## src/rtl/misc_commit.sv

```systemverilog
// misc_commit: commit stage for misc-pipe ops.
// Holds one packet, writes it back to the ROB, waits until that entry is the
// ROB retire head, then performs its side effects (CSR write, TLB invalidate,
// frontend redirect) before pulsing retire and returning to idle.
// Build option: define MISC_COMMIT_PERF_EN to build the redirect / stall
// performance counters; without it both counter outputs are tied to zero.
`timescale 1ns/1ps

package misc_commit_pkg;

    localparam int MISC_ROB_IDX_W = 6;
    localparam int PDEST_W        = 6;
    localparam int PROC_VALEN     = 32;
    localparam int CSR_ADDR_W     = 14;
    localparam int ASID_W         = 10;

    typedef enum logic [1:0] {
        PRIV_NONE   = 2'd0,
        PRIV_TLBINV = 2'd1,
        PRIV_ERTN   = 2'd2,
        PRIV_IDLE   = 2'd3
    } priv_op_e;

    typedef struct packed {
        logic                      valid;
        logic [MISC_ROB_IDX_W-1:0] rob_idx;
        logic                      we;
        logic [PDEST_W-1:0]        pdest;
        logic [31:0]               wdata;
    } MiscCmtBaseSt;

    typedef struct packed {
        MiscCmtBaseSt          base;
        logic                  csr_we;
        logic [CSR_ADDR_W-1:0] csr_waddr;
        logic [31:0]           csr_wdata;
        priv_op_e              priv_op;
        logic [ASID_W-1:0]     invtlb_asid;
        logic [PROC_VALEN-1:0] invtlb_vaddr;
        logic                  br_redirect;
        logic [PROC_VALEN-1:0] br_target;
    } MiscCmtSt;

endpackage

module misc_commit #(
    parameter int ROB_IDX_W = misc_commit_pkg::MISC_ROB_IDX_W
) (
    input  logic                                   clk,
    input  logic                                   rst_n,
    input  logic                                   flush_i,
    input  misc_commit_pkg::MiscCmtSt              cmt_i,
    output logic                                   cmt_ready_o,
    output logic                                   wb_valid_o,
    output logic                                   wb_we_o,
    output logic [misc_commit_pkg::PDEST_W-1:0]    wb_pdest_o,
    output logic [31:0]                            wb_wdata_o,
    output logic [ROB_IDX_W-1:0]                   wb_rob_idx_o,
    input  logic                                   rob_head_valid_i,
    input  logic [ROB_IDX_W-1:0]                   rob_head_idx_i,
    output logic                                   csr_we_o,
    output logic [misc_commit_pkg::CSR_ADDR_W-1:0] csr_waddr_o,
    output logic [31:0]                            csr_wdata_o,
    output logic                                   invtlb_valid_o,
    output logic [misc_commit_pkg::ASID_W-1:0]     invtlb_asid_o,
    output logic [misc_commit_pkg::PROC_VALEN-1:0] invtlb_vaddr_o,
    input  logic                                   invtlb_ready_i,
    output logic                                   redirect_o,
    output logic [misc_commit_pkg::PROC_VALEN-1:0] redirect_pc_o,
    output logic                                   retire_o,
    output logic [31:0]                            perf_redirect_cnt_o,
    output logic [31:0]                            perf_stall_cnt_o
);

    import misc_commit_pkg::*;

    typedef enum logic [2:0] {
        IDLE      = 3'd0,
        WB        = 3'd1,
        WAIT_HEAD = 3'd2,
        SIDE      = 3'd3,
        DONE      = 3'd4
    } state_e;

    state_e state_q;
    state_e state_d;

    // Held copy of the accepted packet, split into the fields actually used.
    logic [ROB_IDX_W-1:0]  rob_idx_q;
    logic                  we_q;
    logic [PDEST_W-1:0]    pdest_q;
    logic [31:0]           wdata_q;
    logic                  csr_we_q;
    logic [CSR_ADDR_W-1:0] csr_waddr_q;
    logic [31:0]           csr_wdata_q;
    logic                  tlbinv_q;
    logic [ASID_W-1:0]     asid_q;
    logic [PROC_VALEN-1:0] vaddr_q;
    logic                  br_redirect_q;
    logic [PROC_VALEN-1:0] br_target_q;

    // High only in the first SIDE cycle, so CSR and redirect fire exactly once
    // even when the TLB handshake keeps us in SIDE longer.
    logic side_first_q;

    logic capture;
    logic head_match;
    logic needs_side;
    logic side_complete;

    assign capture       = cmt_i.base.valid & cmt_ready_o;
    assign head_match    = rob_head_valid_i & (rob_head_idx_i == rob_idx_q);
    assign needs_side    = csr_we_q | tlbinv_q | br_redirect_q;
    assign side_complete = ~tlbinv_q | invtlb_ready_i;

    // State register; reset and flush both land in IDLE.
    always_ff @(posedge clk or negedge rst_n) begin
        if (!rst_n) begin
            state_q <= IDLE;
        end else begin
            state_q <= state_d;
        end
    end

    // Next-state logic: flush overrides every other transition.
    always_comb begin
        state_d = state_q;
        if (flush_i) begin
            state_d = IDLE;
        end else begin
            case (state_q)
                IDLE:      if (capture) state_d = WB;
                WB:        state_d = WAIT_HEAD;
                WAIT_HEAD: if (head_match) state_d = needs_side ? SIDE : DONE;
                SIDE:      if (side_complete) state_d = DONE;
                DONE:      state_d = IDLE;
                default:   state_d = IDLE;
            endcase
        end
    end

    // Packet hold register: loaded on accept, cleared when flushed.
    always_ff @(posedge clk or negedge rst_n) begin
        if (!rst_n) begin
            rob_idx_q     <= '0;
            we_q          <= 1'b0;
            pdest_q       <= '0;
            wdata_q       <= '0;
            csr_we_q      <= 1'b0;
            csr_waddr_q   <= '0;
            csr_wdata_q   <= '0;
            tlbinv_q      <= 1'b0;
            asid_q        <= '0;
            vaddr_q       <= '0;
            br_redirect_q <= 1'b0;
            br_target_q   <= '0;
        end else if (flush_i) begin
            rob_idx_q     <= '0;
            we_q          <= 1'b0;
            pdest_q       <= '0;
            wdata_q       <= '0;
            csr_we_q      <= 1'b0;
            csr_waddr_q   <= '0;
            csr_wdata_q   <= '0;
            tlbinv_q      <= 1'b0;
            asid_q        <= '0;
            vaddr_q       <= '0;
            br_redirect_q <= 1'b0;
            br_target_q   <= '0;
        end else if (capture) begin
            rob_idx_q     <= ROB_IDX_W'(cmt_i.base.rob_idx);
            we_q          <= cmt_i.base.we;
            pdest_q       <= cmt_i.base.pdest;
            wdata_q       <= cmt_i.base.wdata;
            csr_we_q      <= cmt_i.csr_we;
            csr_waddr_q   <= cmt_i.csr_waddr;
            csr_wdata_q   <= cmt_i.csr_wdata;
            tlbinv_q      <= (cmt_i.priv_op == PRIV_TLBINV);
            asid_q        <= cmt_i.invtlb_asid;
            vaddr_q       <= cmt_i.invtlb_vaddr;
            br_redirect_q <= cmt_i.br_redirect;
            br_target_q   <= cmt_i.br_target;
        end
    end

    // Marks the first SIDE cycle (entered only from WAIT_HEAD).
    always_ff @(posedge clk or negedge rst_n) begin
        if (!rst_n) begin
            side_first_q <= 1'b0;
        end else begin
            side_first_q <= (state_q == WAIT_HEAD) && (state_d == SIDE);
        end
    end

    // Outputs decoded from the current state; data buses are zero when idle.
    always_comb begin
        cmt_ready_o    = (state_q == IDLE) & ~flush_i;
        wb_valid_o     = 1'b0;
        wb_we_o        = 1'b0;
        wb_pdest_o     = '0;
        wb_wdata_o     = '0;
        wb_rob_idx_o   = '0;
        csr_we_o       = 1'b0;
        csr_waddr_o    = '0;
        csr_wdata_o    = '0;
        invtlb_valid_o = 1'b0;
        invtlb_asid_o  = '0;
        invtlb_vaddr_o = '0;
        redirect_o     = 1'b0;
        redirect_pc_o  = '0;
        retire_o       = 1'b0;
        case (state_q)
            WB: begin
                wb_valid_o   = 1'b1;
                wb_we_o      = we_q;
                wb_pdest_o   = pdest_q;
                wb_wdata_o   = wdata_q;
                wb_rob_idx_o = rob_idx_q;
            end
            SIDE: begin
                if (side_first_q && csr_we_q) begin
                    csr_we_o    = 1'b1;
                    csr_waddr_o = csr_waddr_q;
                    csr_wdata_o = csr_wdata_q;
                end
                if (tlbinv_q) begin
                    invtlb_valid_o = 1'b1;
                    invtlb_asid_o  = asid_q;
                    invtlb_vaddr_o = vaddr_q;
                end
                if (side_first_q && br_redirect_q) begin
                    redirect_o    = 1'b1;
                    redirect_pc_o = br_target_q;
                end
            end
            DONE: begin
                retire_o = 1'b1;
            end
            default: begin
            end
        endcase
    end

`ifdef MISC_COMMIT_PERF_EN
    logic [31:0] redirect_cnt_q;
    logic [31:0] stall_cnt_q;

    // Free-running wrap-around counters of redirects and head-wait stalls.
    always_ff @(posedge clk or negedge rst_n) begin
        if (!rst_n) begin
            redirect_cnt_q <= '0;
            stall_cnt_q    <= '0;
        end else begin
            if (redirect_o) begin
                redirect_cnt_q <= redirect_cnt_q + 32'd1;
            end
            if ((state_q == WAIT_HEAD) && !head_match) begin
                stall_cnt_q <= stall_cnt_q + 32'd1;
            end
        end
    end

    assign perf_redirect_cnt_o = redirect_cnt_q;
    assign perf_stall_cnt_o    = stall_cnt_q;
`else
    assign perf_redirect_cnt_o = 32'd0;
    assign perf_stall_cnt_o    = 32'd0;
`endif

endmodule

```

## config.mk

```make
export PLATFORM = sky130hd
export DESIGN_NAME = misc_commit
export DESIGN_NICKNAME = d
export VERILOG_FILES = /design/src/rtl/misc_commit.sv
export SDC_FILE = /design/constraint.sdc
export NUM_CORES = 1
export LEC_CHECK = 0
export ABC_AREA = 1
export CAP_MARGIN = 20
export CORE_AREA = 2 2 163 165
export CTS_BUF_LIST = sky130_fd_sc_hd__clkbuf_4
export CTS_CLUSTER_DIAMETER = 200
export CTS_CLUSTER_SIZE = 20
export DETAILED_ROUTE_END_ITERATION = 8
export DIE_AREA = 0 0 165 167
export PLACE_DENSITY = 0.65
export SLEW_MARGIN = 5
export SYNTH_ARGS = -nofsm -noshare
export SYNTH_HDL_FRONTEND = slang
export SYNTH_SLANG_ARGS = --single-unit
```

## constraint.sdc

```tcl
create_clock -name clk -period 1.77 [get_ports clk]
set_input_delay 0.177 -clock clk [delete_from_list [all_inputs] [get_ports clk]]
set_output_delay 0.177 -clock clk [all_outputs]
set_load 0.005 [all_outputs]
```

==> flow_metrics.env, run 1 <==
export IMPL_grt_pass1_wl_mm=41.08
export IMPL_status="finished, violations left"
export IMPL_die_y_um=167
export IMPL_power_mw=8.245
export IMPL_yosys_register_bits=172
export IMPL_io_buffers=351
export IMPL_grt_setup_unrepaired="true"
export IMPL_grt_use_total_pct=19.03
export IMPL_cts_max_path_buffers=2
export IMPL_drt_total_wl_mm=27.50
export IMPL_cts_root_buffer="clkbuf_4"
export IMPL_grt_overflow_total=0
export IMPL_slew_viol_final=0
export IMPL_coreArea_um2=25760
export IMPL_final_setup_viol_count=200
export IMPL_gp_congestion=0.8668
export IMPL_r2r_slack_ns=-0.03
export IMPL_reg2reg_from="state_q[2]"
export IMPL_die_w_um=165
export IMPL_cts_buffers=17
export IMPL_clock_latency_ns=0.54
export IMPL_htreeDepth=4
export IMPL_synthDistinctLibCells=22
export IMPL_power_leakage_nw=6.175
export IMPL_layout_common_cells="clkdlybuf4s50_1, inv_1, dfrtp_1, nand3_1, o21ai_0"
export IMPL_postLayoutSetupSlackWorst_ns=-0.5391
export IMPL_start_kind="flip-flop"
export IMPL_holdWs_ns=0.07308
export IMPL_syn_avg_cell_area_um2=8.083
export IMPL_setup_tns_ns=-31.99
export IMPL_hold_viol=0
export IMPL_cp_end_kind="primary output"
export IMPL_finalNetCount=1590
export IMPL_dp_hpwl_mm=19.04
export IMPL_violations="negative setup slack"
export IMPL_dieArea_um2=27560
export IMPL_clkTransAtPathRegs_ns=0.16
export IMPL_crit_arrival_ns=2.13
export IMPL_antenna_found_initial=2
export IMPL_first_pass_iters=4
export IMPL_start_util_pct=32.79
export IMPL_netlist_instances=1045
export IMPL_yosys_warnings=0
export IMPL_dp_cells=1701
export IMPL_syn_cell_area_um2=8447
export IMPL_endpoint="wb_wdata_o[23]"
export IMPL_instances_no_fill=1758
export IMPL_startpoint="state_q[1]"
export IMPL_r2r_end="br_target_q[28]"
export IMPL_crit_fanout=8
export IMPL_fillers=2486
export IMPL_fin_skew_ns=0.02928
export IMPL_pin_count=416
export IMPL_syn_to_final_growth_pct=52.66
export IMPL_fin_crit_sh_pct=130.5
export IMPL_peakVddDrop_uv=357.1
export IMPL_num_rows=59
export IMPL_power_density_nw_per_um2=639.4
export IMPL_min_period_ns=2.309
export IMPL_layout_commonest_cell="clkdlybuf4s50_1"
export IMPL_antenna_left=0
export IMPL_wl_per_cell_um=15.64
export IMPL_max_freq_mhz=433.1
export IMPL_cts_tree="done"
export IMPL_placed_cell_area_um2=12290
export IMPL_r2r_cells=8
export IMPL_vias=7972
export IMPL_grt_max_degree=84
export IMPL_via_per_inst=4.535
export IMPL_design_area_um2=12890
export IMPL_grt_pass1_vias=7787
export IMPL_crit_type="flip-flop to primary output"
export IMPL_cp_data_required_time_ns=1.59
export IMPL_drive_above_1_share_pct=24.35
export IMPL_drc=0
export IMPL_synth_seq_area_share_pct=50.96
export IMPL_drv_cap=0
export IMPL_drtIter0Drc=413
export IMPL_numClockSinks=172
export IMPL_hold_path_class="primary input to asynchronous set/reset pin"
==> routing by layer <==
metal / global-route usage (%) / share of wire (%) / vias up
met2: 32.77 / 50 / 289
met3: 4.732 / 6.5 / 46
met4: 7.183 / 3.2 / 0
li1: - / - / 3855
met5: 0 / 0 / -
met1: 22.74 / 40 / 3782
==> area by class of cell <==
type                    count  area [um2]  area share [%]
flip-flops and latches    172        4304           33.38
repair buffers            416        3939           30.55
multi-input cells         620        3247           25.18
inverters                 182       688.2           5.337
well taps                 335       419.2           3.251
clock inverters            13       157.7           1.223
clock buffers              18       135.1           1.048
diodes                      2       5.005         0.03881
==> worst max-delay path: stages, from the launching register on <==
cell and delay (ns):
dfrtp_1 0.42, buf_4 0.16, nor3_4 0.24, inv_4 0.10
buf_6 0.14, buf_16 0.13, buf_4 0.15, nor2_2 0.08
clkdlybuf4s15_2 0.21
==> timing repair <==
item / in CTS / in global routing
endpoints found under the setup margin: 171 / 308
hold buffers: 1 / 0
pin swaps: 2 / 4
buffers inserted: 6 / 10
cloned: 2 / 6
resized for setup: 258 / 383
endpoints found under the hold margin: 172 / 0
==> metrics by stage <==
step	worst slack (ns)	utilization, %
after floorplan	0.3995	-
after global placement	-0.1143	47.71
after detailed placement	-0.1068	47.71
after CTS	-0.6654	49.39
after global routing	-0.6974	50.05
final	-0.5391	50.05
==> kinds of logic after synthesis <==
group,count (synthesis),share of synthesized area (%)
AO/OA/AOI/OAI,170,10.25
AND/OR/NAND/NOR,386,20.29
other,1,0.04440
flip-flops,172,50.96
buffers and inverters,316,18.46
==> worst min-delay path by stage <==
stage	start	end	slack, ns
5_1_grt	rst_n	wdata_q[14]	0.03
6_report	rst_n	wdata_q[14]	0.07
3_3_place_gp	rst_n	wdata_q[14]	0.11
3_5_place_dp	rst_n	wdata_q[14]	0.12
4_1_cts	cmt_i[169]	csr_we_q	0.02
2_1_floorplan	rst_n	asid_q[0]	-0.12
==> where the power goes <==
group	internal, mW	total, mW	switching (mW)	leakage [nW]
clock	0.892	2.40	1.50	0.155
sequential	4.23	4.31	0.0857	2.29
combinational	0.687	1.54	0.850	3.73
==> state kept, by name, indices dropped and copies added (netlist names), 3 cells and up <==
| signal | flops |
|---|---|
| state_q | 3 |
| pdest_q | 6 |
| csr_waddr_q | 14 |
| br_target_q | 32 |
| wdata_q | 32 |
| rob_idx_q | 6 |
| asid_q | 10 |
| csr_wdata_q | 32 |
| vaddr_q | 32 |
==> synth_stat cells (all sizes together) <==
master,n,area [um2]
nand3,174,890.9
nor3,2,10.01
conb,1,3.750
buf,98,738.2
dfrtp,172,4304
nand2,28,122.6
a21oi,2,10.01
o21ai,168,855.8
nor2,182,690.7
inv,182,685.7
clkbuf,36,135.1
Note: power is estimated with default switching activity, not from simulation.
==> run 2, diff against run 1 <==
--- a/config.mk
+++ b/config.mk
@@ -7,13 +7,14 @@
 export LEC_CHECK = 0
 export ABC_AREA = 1
 export CAP_MARGIN = 20
-export CORE_AREA = 2 2 163 165
-export CTS_BUF_LIST = sky130_fd_sc_hd__clkbuf_4
+export CORE_AREA = 2 2 160 162
+export CTS_BUF_LIST = sky130_fd_sc_hd__clkbuf_16
 export CTS_CLUSTER_DIAMETER = 200
 export CTS_CLUSTER_SIZE = 20
 export DETAILED_ROUTE_END_ITERATION = 8
-export DIE_AREA = 0 0 165 167
-export PLACE_DENSITY = 0.65
+export DIE_AREA = 0 0 162 164
+export GPL_TIMING_DRIVEN = 0
+export PLACE_DENSITY = 0.67
 export SLEW_MARGIN = 5
 export SYNTH_ARGS = -nofsm -noshare
 export SYNTH_HDL_FRONTEND = slang
==> run 2 against run 1 <==
Effect of this change: the run still ends with negative setup slack left; critical path depth decreased by 1; wire length up 17%; die area is 3.6% lower; design area rose by 18%; global-route usage rose by 3.6 points; critical path type unchanged; largest cell class is now non-clock buffers.
==> flow_metrics.env, run 2 (synthesized netlist as in run 1, its figures left out) <==
export IMPL_status="finished, violations left"
export IMPL_violations="negative setup slack"
export IMPL_antenna_found_initial=5
export IMPL_peakVddDrop_uv=471.7
export IMPL_power_leakage_nw=7.058
export IMPL_drc=0
export IMPL_fin_skew_ns=0.01040
export IMPL_pin_count=416
export IMPL_cp_end_kind="primary output"
export IMPL_vias=8810
export IMPL_wl_per_cell_um=16.85
export IMPL_num_rows=58
export IMPL_power_mw=9.938
export IMPL_critPathMaxStageDelay_ns=0.45
export IMPL_hold_path_class="primary input to asynchronous set/reset pin"
export IMPL_dp_cells=1790
export IMPL_die_w_um=162
export IMPL_start_util_pct=34.03
export IMPL_clock_latency_ns=0.43
export IMPL_fillers=2189
export IMPL_final_setup_viol_count=169
export IMPL_tightest_slew_ns=0.6600
export IMPL_die_y_um=164
export IMPL_top_usage_layer="met2"
export IMPL_first_pass_iters=6
export IMPL_htreeDepth=4
export IMPL_numClockSinks=172
export IMPL_instances_no_fill=1909
export IMPL_min_period_ns=2.097
export IMPL_finalNetCount=1746
export IMPL_gr_usage_met2_pct=39.05
export IMPL_clkTransAtPathRegs_ns=0.07
export IMPL_cts_root_buffer="clkbuf_16"
export IMPL_placed_cell_area_um2=12640
export IMPL_cpMaxStageDelayCell="dfrtp_2"
export IMPL_grt_overflow_total=0
export IMPL_crit_fanout=6
export IMPL_crit_arrival_ns=1.92
export IMPL_layout_common_cells="clkdlybuf4s50_1, inv_1, dfrtp_1, nand3_1, o21ai_0"
export IMPL_drtIter0Drc=493
export IMPL_crit_type="flip-flop to primary output"
export IMPL_cts_max_path_buffers=2
export IMPL_cp_data_required_time_ns=1.59
export IMPL_drt_total_wl_mm=32.16
export IMPL_fin_crit_sh_pct=118.5
export IMPL_gp_congestion=0.8394
export IMPL_power_density_nw_per_um2=654.4
export IMPL_design_area_um2=15190
export IMPL_antenna_left=0
export IMPL_io_buffers=351
export IMPL_holdWs_ns=0.3137
export IMPL_start_kind="flip-flop"
export IMPL_grt_pass1_vias=8586
export IMPL_drv_cap=0
export IMPL_dieArea_um2=26570
export IMPL_postLayoutSetupSlackWorst_ns=-0.3268
export IMPL_dp_hpwl_mm=21.42
export IMPL_slew_headroom_pct=56.00
export IMPL_slew_viol_final=0
export IMPL_via_per_inst=4.615
export IMPL_path_cells="nor2_4 -> nand2_4 -> buf_12 -> clkbuf_16 -> buf_12 -> nor2_4 -> buf_6"
export IMPL_hold_viol=0
export IMPL_met1_usage_pct=28.16
export IMPL_max_freq_mhz=476.9
export IMPL_layout_commonest_cell="clkdlybuf4s50_1"
export IMPL_grt_max_degree=90
export IMPL_cts_tree="done"
export IMPL_drive_above_1_share_pct=36.59
export IMPL_grt_pass1_wl_mm=46.95
export IMPL_cts_buffers=17
export IMPL_syn_to_final_growth_pct=79.78
export IMPL_use_met3_pct=4.899
export IMPL_grt_use_total_pct=22.64
export IMPL_coreArea_um2=24820
export IMPL_grt_setup_unrepaired="true"
==> run 2: timing repair <==
item,4_1_cts,5_1_grt
endpoints found under the setup margin,171,341
hold endpoints to repair,83,0
buffers inserted,56,21
resized for setup,890,336
pin swaps,26,24
hold buffers,1,0
gates cloned,6,14
==> run 2: metrics by stage <==
step / setup TNS (ns) / setup WS (ns) / util (%)
after floorplan: 0 / 0.3995 / -
after global placement: -1277.62 / -6.821 / 50.81
after detailed placement: -117.94 / -0.6337 / 50.94
after CTS: -47.71 / -0.3293 / 55.79
after global routing: -54.65 / -0.3948 / 61.19
final: -40.55 / -0.3268 / 61.19
==> run 2: area by class of cell <==
class | instances | area [um2] | area share (%)
Antenna cell | 2 | 5.005 | 0.03296
Buffer | 129 | 1200 | 7.901
Clock buffer | 17 | 425.4 | 2.801
Clock inverter | 14 | 136.4 | 0.8981
Inverter | 182 | 690.7 | 4.548
Multi-Input combinational cell | 621 | 3779 | 24.88
Sequential cell | 172 | 4305 | 28.35
Tap cell | 330 | 412.9 | 2.719
Timing Repair Buffer | 442 | 4232 | 27.87
==> run 2: report_power, final <==
group	internal (mW)	switching, mW	total (mW)
Clock	1.97	1.70	3.67
Sequential	4.23	0.0895	4.32
Combinational	0.929	1.02	1.95
Total	7.12	2.82	9.94
==> run 2: worst max-delay path: cells and delay by family (launching register included) <==
family | cells | cell delay [ns]
flops | 1 | 0.45
buf+inv | 4 | 0.54
simple gates | 3 | 0.49
==> run 2: worst paths after layout <==
kind	slack, ns	cells past startpoint	to	start
setup / recovery	-0.33	7	invtlb_vaddr_o[5]	state_q[2]
hold / removal	0.31	2	wdata_q[22]	rst_n
setup reg to reg	0.06	10	csr_waddr_q[2]	state_q[1]
hold reg to reg	0.53	2	asid_q[7]	asid_q[7]
max in group asynchronous	0.56	3	csr_wdata_q[18]	rst_n
min in group clk	0.31	3	csr_waddr_q[0]	cmt_i[109]
==> run 2: routing by layer <==
| layer | part of all wire [%] | vias to the layer above |
|---|---|---|
| met5 | 0.037 | - |
| met4 | 3.0 | 2 |
| met3 | 6.2 | 54 |
| met2 | 50 | 341 |
| met1 | 41 | 4221 |
| li1 | - | 4192 |
